<file path="src/rtl/store_pkg.sv">
// Shared encodings for the store unit: request sizes, FSM states, base masks.
package store_pkg;

    localparam int unsigned ADDR_W = 32;

    typedef enum logic [1:0] {
        SZ_BYTE = 2'b00,
        SZ_HALF = 2'b01,
        SZ_WORD = 2'b10,
        SZ_ILL  = 2'b11
    } size_e;

    typedef enum logic [1:0] {
        ST_IDLE  = 2'd0,
        ST_BEAT0 = 2'd1,
        ST_BEAT1 = 2'd2
    } state_e;

    localparam logic [3:0] MASK_BYTE = 4'b0001;
    localparam logic [3:0] MASK_HALF = 4'b0011;
    localparam logic [3:0] MASK_WORD = 4'b1111;

    // Byte-enable pattern for a store of the given size at lane 0.
    function automatic logic [3:0] base_mask(input size_e sz);
        case (sz)
            SZ_BYTE: return MASK_BYTE;
            SZ_HALF: return MASK_HALF;
            SZ_WORD: return MASK_WORD;
            default: return '0;
        endcase
    endfunction

endpackage

</file>
<file path="src/rtl/store_lane_align.sv">
// Lane alignment: positions store data and byte enables across two adjacent
// 32-bit words, and flags when the upper word is touched.
module store_lane_align
    import store_pkg::*;
(
    input  logic [1:0]  offset,
    input  logic [1:0]  size,
    input  logic [31:0] data,
    output logic [7:0]  mask8,
    output logic [63:0] data64,
    output logic        split,
    output logic        legal
);

    logic [3:0]  mask;
    logic [31:0] rep;

    // Replicate the right-justified operand, then shift mask and data by lane offset.
    always_comb begin
        mask = base_mask(size_e'(size));
        rep  = data;
        case (size_e'(size))
            SZ_BYTE: rep = {4{data[7:0]}};
            SZ_HALF: rep = {2{data[15:0]}};
            default: rep = data;
        endcase
        mask8  = {4'b0000, mask} << offset;
        data64 = {32'h0000_0000, rep} << {offset, 3'b000};
        split  = |mask8[7:4];
        legal  = (size_e'(size) != SZ_ILL);
    end

endmodule

</file>
<file path="src/rtl/store_unit.sv">
// Store unit: forms the effective address, splits word-crossing stores into
// two byte-masked beats and drives them over a valid/ready write port.
module store_unit
    import store_pkg::*;
#(
    parameter int unsigned ADDR_W = 32
)
(
    input  logic              clk,
    input  logic              rst_n,
    input  logic              req_valid,
    output logic              req_ready,
    input  logic [ADDR_W-1:0] req_base,
    input  logic [11:0]       req_offset,
    input  logic [ADDR_W-1:0] req_data,
    input  logic [1:0]        req_size,
    output logic              mem_valid,
    input  logic              mem_ready,
    output logic [ADDR_W-1:0] mem_addr,
    output logic [ADDR_W-1:0] mem_wdata,
    output logic [3:0]        mem_we,
    output logic              done,
    output logic              err
);

    state_e state, state_next;

    logic [ADDR_W-1:0] ea;
    logic [7:0]        mask8;
    logic [63:0]       data64;
    logic              split;
    logic              legal;

    logic              split_q;
    logic [ADDR_W-1:0] b1_addr;
    logic [ADDR_W-1:0] b1_wdata;
    logic [3:0]        b1_we;

    logic              idle;
    logic              accept;
    logic              reject;

    assign ea        = req_base + {{(ADDR_W-12){req_offset[11]}}, req_offset};
    assign idle      = (state == ST_IDLE);
    assign req_ready = idle;
    assign accept    = idle && req_valid && legal;
    assign reject    = idle && req_valid && !legal;

    store_lane_align u_align (
        .offset (ea[1:0]),
        .size   (req_size),
        .data   (req_data),
        .mask8  (mask8),
        .data64 (data64),
        .split  (split),
        .legal  (legal)
    );

    // State register.
    always_ff @(posedge clk or negedge rst_n) begin
        if (!rst_n) state <= ST_IDLE;
        else        state <= state_next;
    end

    // Next-state decode: beats advance only on a memory handshake.
    always_comb begin
        state_next = state;
        case (state)
            ST_IDLE:  if (req_valid && legal) state_next = ST_BEAT0;
            ST_BEAT0: if (mem_ready) state_next = split_q ? ST_BEAT1 : ST_IDLE;
            ST_BEAT1: if (mem_ready) state_next = ST_IDLE;
            default:  state_next = ST_IDLE;
        endcase
    end

    // Beat registers and registered port outputs; beat1 is staged at accept time.
    always_ff @(posedge clk or negedge rst_n) begin
        if (!rst_n) begin
            mem_valid <= 1'b0;
            mem_addr  <= '0;
            mem_wdata <= '0;
            mem_we    <= '0;
            done      <= 1'b0;
            err       <= 1'b0;
            split_q   <= 1'b0;
            b1_addr   <= '0;
            b1_wdata  <= '0;
            b1_we     <= '0;
        end else begin
            done <= 1'b0;
            err  <= reject;
            if (accept) begin
                mem_valid <= 1'b1;
                mem_addr  <= {ea[ADDR_W-1:2], 2'b00};
                mem_wdata <= data64[31:0];
                mem_we    <= mask8[3:0];
                split_q   <= split;
                b1_addr   <= {ea[ADDR_W-1:2], 2'b00} + 32'd4;
                b1_wdata  <= data64[63:32];
                b1_we     <= mask8[7:4];
            end else if (mem_valid && mem_ready) begin
                if (state == ST_BEAT0 && split_q) begin
                    mem_addr  <= b1_addr;
                    mem_wdata <= b1_wdata;
                    mem_we    <= b1_we;
                end else begin
                    mem_valid <= 1'b0;
                    mem_we    <= '0;
                    done      <= 1'b1;
                end
            end
        end
    end

endmodule
</file>
<file path="config.mk">
export PLATFORM = sky130hd
export DESIGN_NAME = store_unit
export DESIGN_NICKNAME = d
export VERILOG_FILES = /design/src/rtl/store_pkg.sv /design/src/rtl/store_lane_align.sv /design/src/rtl/store_unit.sv
export SDC_FILE = /design/constraint.sdc
export NUM_CORES = 1
export LEC_CHECK = 0
export BUFFER_PORTS_ARGS = -buffer_cell sky130_fd_sc_hd__buf_2
export CAP_MARGIN = 0
export CORE_ASPECT_RATIO = 1.25
export CORE_MARGIN = 3
export CORE_UTILIZATION = 40
export CTS_CLUSTER_SIZE = 16
export DETAILED_ROUTE_END_ITERATION = 10
export GPL_ROUTABILITY_DRIVEN = 0
export PLACE_DENSITY = 0.65
export SLEW_MARGIN = 20
export SYNTH_ARGS = -nofsm -noshare
export SYNTH_HDL_FRONTEND = slang
export SYNTH_SLANG_ARGS = --single-unit
</file>
<file path="constraint.sdc">
create_clock -name clk -period 1.9 [get_ports clk]
set_input_delay 0.475 -clock clk [delete_from_list [all_inputs] [get_ports clk]]
set_output_delay 0.475 -clock clk [all_outputs]
set_load 0.01 [all_outputs]
</file>
== Word level (Yosys, flattened, before mapping) ==
Index checks and enable logic that the tools add are counted.

* Bits in registers: 142
* Bits of input ports: 82
* Output and inout bits: 72
* Word-level logic and storage cells: 61

* $add $sub $neg: 2
* Eq/ne operators: 9
* Shifts and indexed selects: 2
* Mux-type cells: 22
* Reduce and logical (&&, ||, !) cells: 15

{| class="wikitable"
|+ Operator list
! operator !! count
|-
| $mux 32 || 6
|-
| $pmux 32 s2 || 1
|-
| $shl 32x5->64 || 1
|-
| $add 32x3->32 const B || 1
|-
| $add 32x32->32 || 1
|-
| $mux 4 || 3
|-
| $pmux 4 s3 || 1
|-
| $mux 2 || 4
|-
| $ne 2x2->1 const B || 4
|-
| $shl 4x2->8 || 1
|-
| $logic_and 1x1->1 || 6
|-
| $mux 1 || 6
|-
| $pmux 2 s3 || 1
|-
| $eq 2x1->1 const B || 2
|-
| $eq 2x2->1 const B || 2
|-
| $logic_not 2->1 || 2
|-
| $reduce_and 2->1 || 2
|-
| $reduce_bool 2->1 || 2
|-
| $reduce_or 4->1 || 1
|-
| $reduce_and 3->1 || 1
|-
| $ne 2x1->1 const B || 1
|-
| $logic_not 1->1 || 1
|}

== Longest topological paths before layout ==
* Depth in word-level cells: 5
* Mapped depth: 13
* Gate-level depth less buffers: 12

== Hierarchy ==
From an unflattened synthesis, not the netlist that was laid out.

* Cell total of the unflattened synthesis: 1195
* Area, all modules: 10003.3 sq um

{| class="wikitable"
|+ By module, submodules not included
! module !! times used !! cells an instance !! area each (sq um)
|-
| store_unit || 1 || 942 || 8001.4
|-
| store_lane_align || 1 || 253 || 2001.9
|}

== Least setup slack after synthesis ==
OpenSTA, ideal clock, no wires.

* Kind: input port to flip-flop
* Start point: in req_base[0]
* End point: reg b1_addr[24]
* Arrival: 3.368 ns
* Required time: 1.775 ns
* Path slack: -1.593 ns
* Stages on the path: 12
* Buffers on the path: 0
* Cells stage by stage: ha_1 fa_1 a21o_1 a221oi_4 nor2_2 a221o_1 a311oi_4 nand3_4 nor3b_2 and4_4 nand2b_2 mux2_4

* Longest elaborated chain between the ends: 2

{| class="wikitable"
|+ Ends and longest elaborated chain
! what !! RTL line !! text
|-
| start, declared || store_unit.sv:13 || <nowiki>input logic [ADDR_W-1:0] req_base,</nowiki>
|-
| $add 32x32->32 || store_unit.sv:43 || <nowiki>assign ea = req_base + {{(ADDR_W-12){req_offset[11]}}, req_offset};</nowiki>
|-
| $add 32x3->32 || store_unit.sv:98 || <nowiki>b1_addr <= {ea[ADDR_W-1:2], 2'b00} + 32'd4;</nowiki>
|-
| end signal, assigned || store_unit.sv:98 ||
|-
| end, declared || store_unit.sv:35 || <nowiki>logic [ADDR_W-1:0] b1_addr;</nowiki>
|}

No other way between the ends.
A chain may end at the register's enable or synchronous reset.

== Worst setup path in the final report ==
* Start point: in req_offset[0]
* End point: reg b1_addr[26]

* Longest elaborated chain between the ends: 2

{| class="wikitable"
|+ Ends and longest elaborated chain
! what !! RTL line !! text
|-
| start, declared || store_unit.sv:14 || <nowiki>input logic [11:0] req_offset,</nowiki>
|-
| $add 32x32->32 || store_unit.sv:43 ||
|-
| $add 32x3->32 || store_unit.sv:98 ||
|}

No other way between the ends.

==> results.txt <==
- Hold/Removal Path Class: input pin to register
- TritonCTS clock tree: built
* Maximum frequency from static timing analysis: approximately 310 MHz
- Category of the critical setup timing path: input pin to register
- Filler cell count: 1,660
- Worst-case setup margin in the final layout: -1.33 ns
- Core Rows: between 50 and 60
- Post-synthesis sequential area ratio: 37.9%
- CTS max path bufs: 2
- Setup repair after global routing could not meet its margin everywhere.
- Counting every instance in the synthesized netlist gives 1,022.
- Count of pins on the block boundary: 154
* Final routed wirelength across all metal layers: 28,600 microns
- STA classifies the critical path endpoint as a register.
* Final cell count without fillers: approximately 1,700
- Of all nets on the critical path, the largest fanout is 4.
- Dominant cell type by area after synthesis: sky130_fd_sc_hd__dfrtp_1
- The initial antenna violation count was 0.
- Mean area per synthesized cell: 8.34 sq um
- Sorting the synthesized cells by area gives the leading types as sky130_fd_sc_hd__dfrtp_1 38%, sky130_fd_sc_hd__nand2_1 7.6%, sky130_fd_sc_hd__ha_1 5.3%, sky130_fd_sc_hd__nor2_1 5.2%, sky130_fd_sc_hd__o21ai_0 4.3%.
* Status: complete, but fails checks
- The count of pins over their slew limit is 0.
- Cell type with the highest occurrence count on the critical path: sky130_fd_sc_hd__buf_6
- In this run, synthesis inferred 0 flip-flops with an integrated enable.
- Critical-path cell with the highest stage delay: sky130_fd_sc_hd__a221oi_4
* Deepest level of the CTS H-tree: 4
* Leading cell type by number of instances after synthesis: sky130_fd_sc_hd__nand2_1
- Once detail routing completed, the nets flagged for antenna violations numbered 0.
- VDD IR max: 0.631 mV
* Drt pass-1 iters: 6
- The via count of the first global-routing pass is 9,058.
- The number of clock buffers added by TritonCTS is 17.
- In this run, synthesis produced a sequential element count of 129.
- In this run the top signal layer used is met4.
- Area share of the leading cell type in the synthesized netlist: 37.9%
- Detailed route wirelength on metal3: 1230 microns
- Data arrival time of the critical path: roughly 3.5 ns
- Compared with the post-synthesis result, the final layout area differs by 57.8%.
* DR WL/cell: roughly 17 microns
* Leakage power: between 6 and 7 nW
* DRC errors left: 0
- Areal power density over the cells: 1080 nW/um^2
- At the end of the flow, the number of nets in the layout was 1,522.
- Iteration-0 DRC Markers: about 520
* Cell types with the highest counts after synthesis: 172 x sky130_fd_sc_hd__nand2_1, 129 x sky130_fd_sc_hd__dfrtp_1, 119 x sky130_fd_sc_hd__nor2_1
- 0 antenna diodes ended up in the layout.
- Core area: between 20,000 and 25,000 sq um
- Overall power consumption after layout is estimated at 14.6 mW.
- The final critical path takes up 170% of the cycle.
- Cell count after placement: 1,619
- Setup violations remaining at the end of the flow were counted as 53.
- Netlist area before placement: 8520 sq um
* Endpoint required time on the critical path: 2.20 ns
- Across the routed clock network, the largest skew measured is 0.0118 ns.
* Violations in the final reports: negative setup slack
- Vias after detailed routing: 9,277
- The first global-routing pass estimated roughly 44,000 microns of wire.
- Largest stage delay on the critical path: ~0.36 ns
- Avg Vias per Cell: 5.49
* Die Y-Extent: 169 microns
* Fin Hold WS: 0.313 ns
* Cell at the root of the clock tree: sky130_fd_sc_hd__clkbuf_16
- Number of hold violations in the final report: 0
- Met1 Wirelength: between 10,000 and 15,000 microns
- Port buffering added between 150 and 200 buffers.
* Fraction of layout instances using a drive strength above 1: between 40% and 50%
* Floorplan die area: 23,100 sq um
- CTS saw 129 sinks.
- Clock-pin slew was measured on the worst setup and hold paths at 0.07 ns.
- Total global routing overflow: 0
- Pin count of the biggest net entering global routing: 47
* Routed wl met2: 15,300 microns
- For this configuration, the core starts out at a cell density of 40.8%.
- Period minus WS final: 3.23 ns
- CP Launch Type: input pin
* Ys Warns: 0
- Max-cap violations in this run came to 0.
* Detail Placement HPWL: 20,900 microns
- The number of buffers and inverters on the critical path is 3.
- Asr flop ratio synth: 100%
- At the end of the flow the core is filled with cells to 64.4%.
* Synth Flop Type: sky130_fd_sc_hd__dfrtp_1
* Cells traversed along the worst timing path: buf_6 > ha_4 > fa_2 > a21o_1 > a221oi_4 > buf_4 > buf_6 > o211ai_1 > a21oi_1 > xnor2_1 > nand4_1 > nor2_4 > and4_4 > nand2_2 > mux2_4
- Floorplan die width: 137 microns
* Insertion delay to the later sink of the worst-skew pair: between 0.4 and 0.5 ns
* Post-layout instance area: ~13,000 sq um
- Placement Cell Area: 11,800 sq um
- Global routing consumed, over all layers together, 23.5% of the routing resources.
- After synthesis, the netlist uses 77 different library cells.
- The kind of cell with the highest combined delay along the critical path is compound AO/OA/AOI/OAI gates.
==> layout make-up <==
type,count,area [sq um],area share [%]
multi-input cells,807,6000,44.6
clock buffers,17,425,3.16
repair buffers,436,3230,24.0
clock inverters,14,181,1.35
well taps,274,343,2.55
inverters,12,52.6,0.391
flip-flops and latches,129,3230,24.0
==> what timing repair did <==
action	in CTS	in global routing
gates resized for setup	111	75
setup endpoints to repair	53	60
pin swaps	69	66
setup buffers	21	24
hold buffers	1	0
gates cloned	0	1
hold endpoints to repair	20	0
==> through the flow <==
stage	worst slack, ns	TNS (ns)
3_3_place_gp	-1.58	-71.84
3_5_place_dp	-1.67	-75.24
4_1_cts	-1.10	-32.97
5_1_grt	-1.44	-46.46
6_report	-1.33	-41.43
2_1_floorplan	-1.47	-39.58
==> layer usage <==
metal  vias to the layer above  global-route usage (%)
li1                       4463                       -
met1                      4461                    27.2
met2                       285                    43.8
met3                        68                    2.88
met4                         0                    8.72
met5                         -                       0
==> cells by family (layout without fill, tap and decap cells) <==
family	Yosys count	after routing	share of synthesized area, %
flops	129	129	37.9
buf+inv	88	479	4.11
simple gates	397	398	21.1
xor+xnor	43	43	4.42
fa+ha+maj	37	37	5.52
other cells	1	2	0.0440
mux	18	18	2.25
compound gates	309	309	24.7
==> sequential cells by signal (all words and copies together) (netlist names) <==
signal and flops:
mem_wdata 32, b1_we 3, mem_valid 1, mem_addr 30, done 1, err 1
b1_addr 30, state 2, mem_we 4, split_q 1, b1_wdata 24
==> final timing paths <==
kind	startpoint	end	slack (ns)	cells past startpoint
max reg2reg	state[0]$_DFFE_PN0P_	mem_wdata[8]$_DFFE_PN0P_	0.10	7
max	req_offset[0]	b1_addr[26]$_DFFE_PN0P_	-1.33	15
min	req_valid	err$_DFF_PN0_	0.31	2
max in group asynchronous	rst_n	b1_wdata[11]$_DFFE_PN0P_	0.80	3
min in group asynchronous	rst_n	b1_wdata[4]$_DFFE_PN0P_	0.49	2
min reg2reg	b1_addr[27]$_DFFE_PN0P_	b1_addr[27]$_DFFE_PN0P_	0.48	2
==> cell usage in the layout, fill, tap and decap left out, types with 11 or more instances in the layout <==
master,synthesis,final
sky130_fd_sc_hd__buf_4,2,230
sky130_fd_sc_hd__nand4_1,16,16
sky130_fd_sc_hd__nand3_1,21,14
sky130_fd_sc_hd__a21oi_1,53,48
sky130_fd_sc_hd__a21o_1,16,16
sky130_fd_sc_hd__xor2_1,19,14
sky130_fd_sc_hd__o21ai_0,74,30
sky130_fd_sc_hd__ha_4,0,17
sky130_fd_sc_hd__buf_12,0,11
sky130_fd_sc_hd__a221oi_2,0,11
sky130_fd_sc_hd__dfrtp_1,129,129
sky130_fd_sc_hd__ha_1,36,14
sky130_fd_sc_hd__nand2_2,1,14
sky130_fd_sc_hd__buf_2,10,146
sky130_fd_sc_hd__buf_6,0,48
sky130_fd_sc_hd__xnor2_1,24,14
sky130_fd_sc_hd__nand2_1,172,155
sky130_fd_sc_hd__a31oi_1,40,36
sky130_fd_sc_hd__nor2_1,119,102
sky130_fd_sc_hd__mux2i_1,15,14
sky130_fd_sc_hd__a22oi_1,15,15
sky130_fd_sc_hd__inv_1,12,11
sky130_fd_sc_hd__clkbuf_16,0,17
sky130_fd_sc_hd__o21ai_1,1,38
sky130_fd_sc_hd__o211ai_1,11,11
==> report_power, final <==
group / switching (mW) / internal [mW]
registers: 0.642 / 3.99
clock network: 1.31 / 2.08
logic: 3.47 / 3.08
No activity file was read; power rests on OpenSTA's default activity.
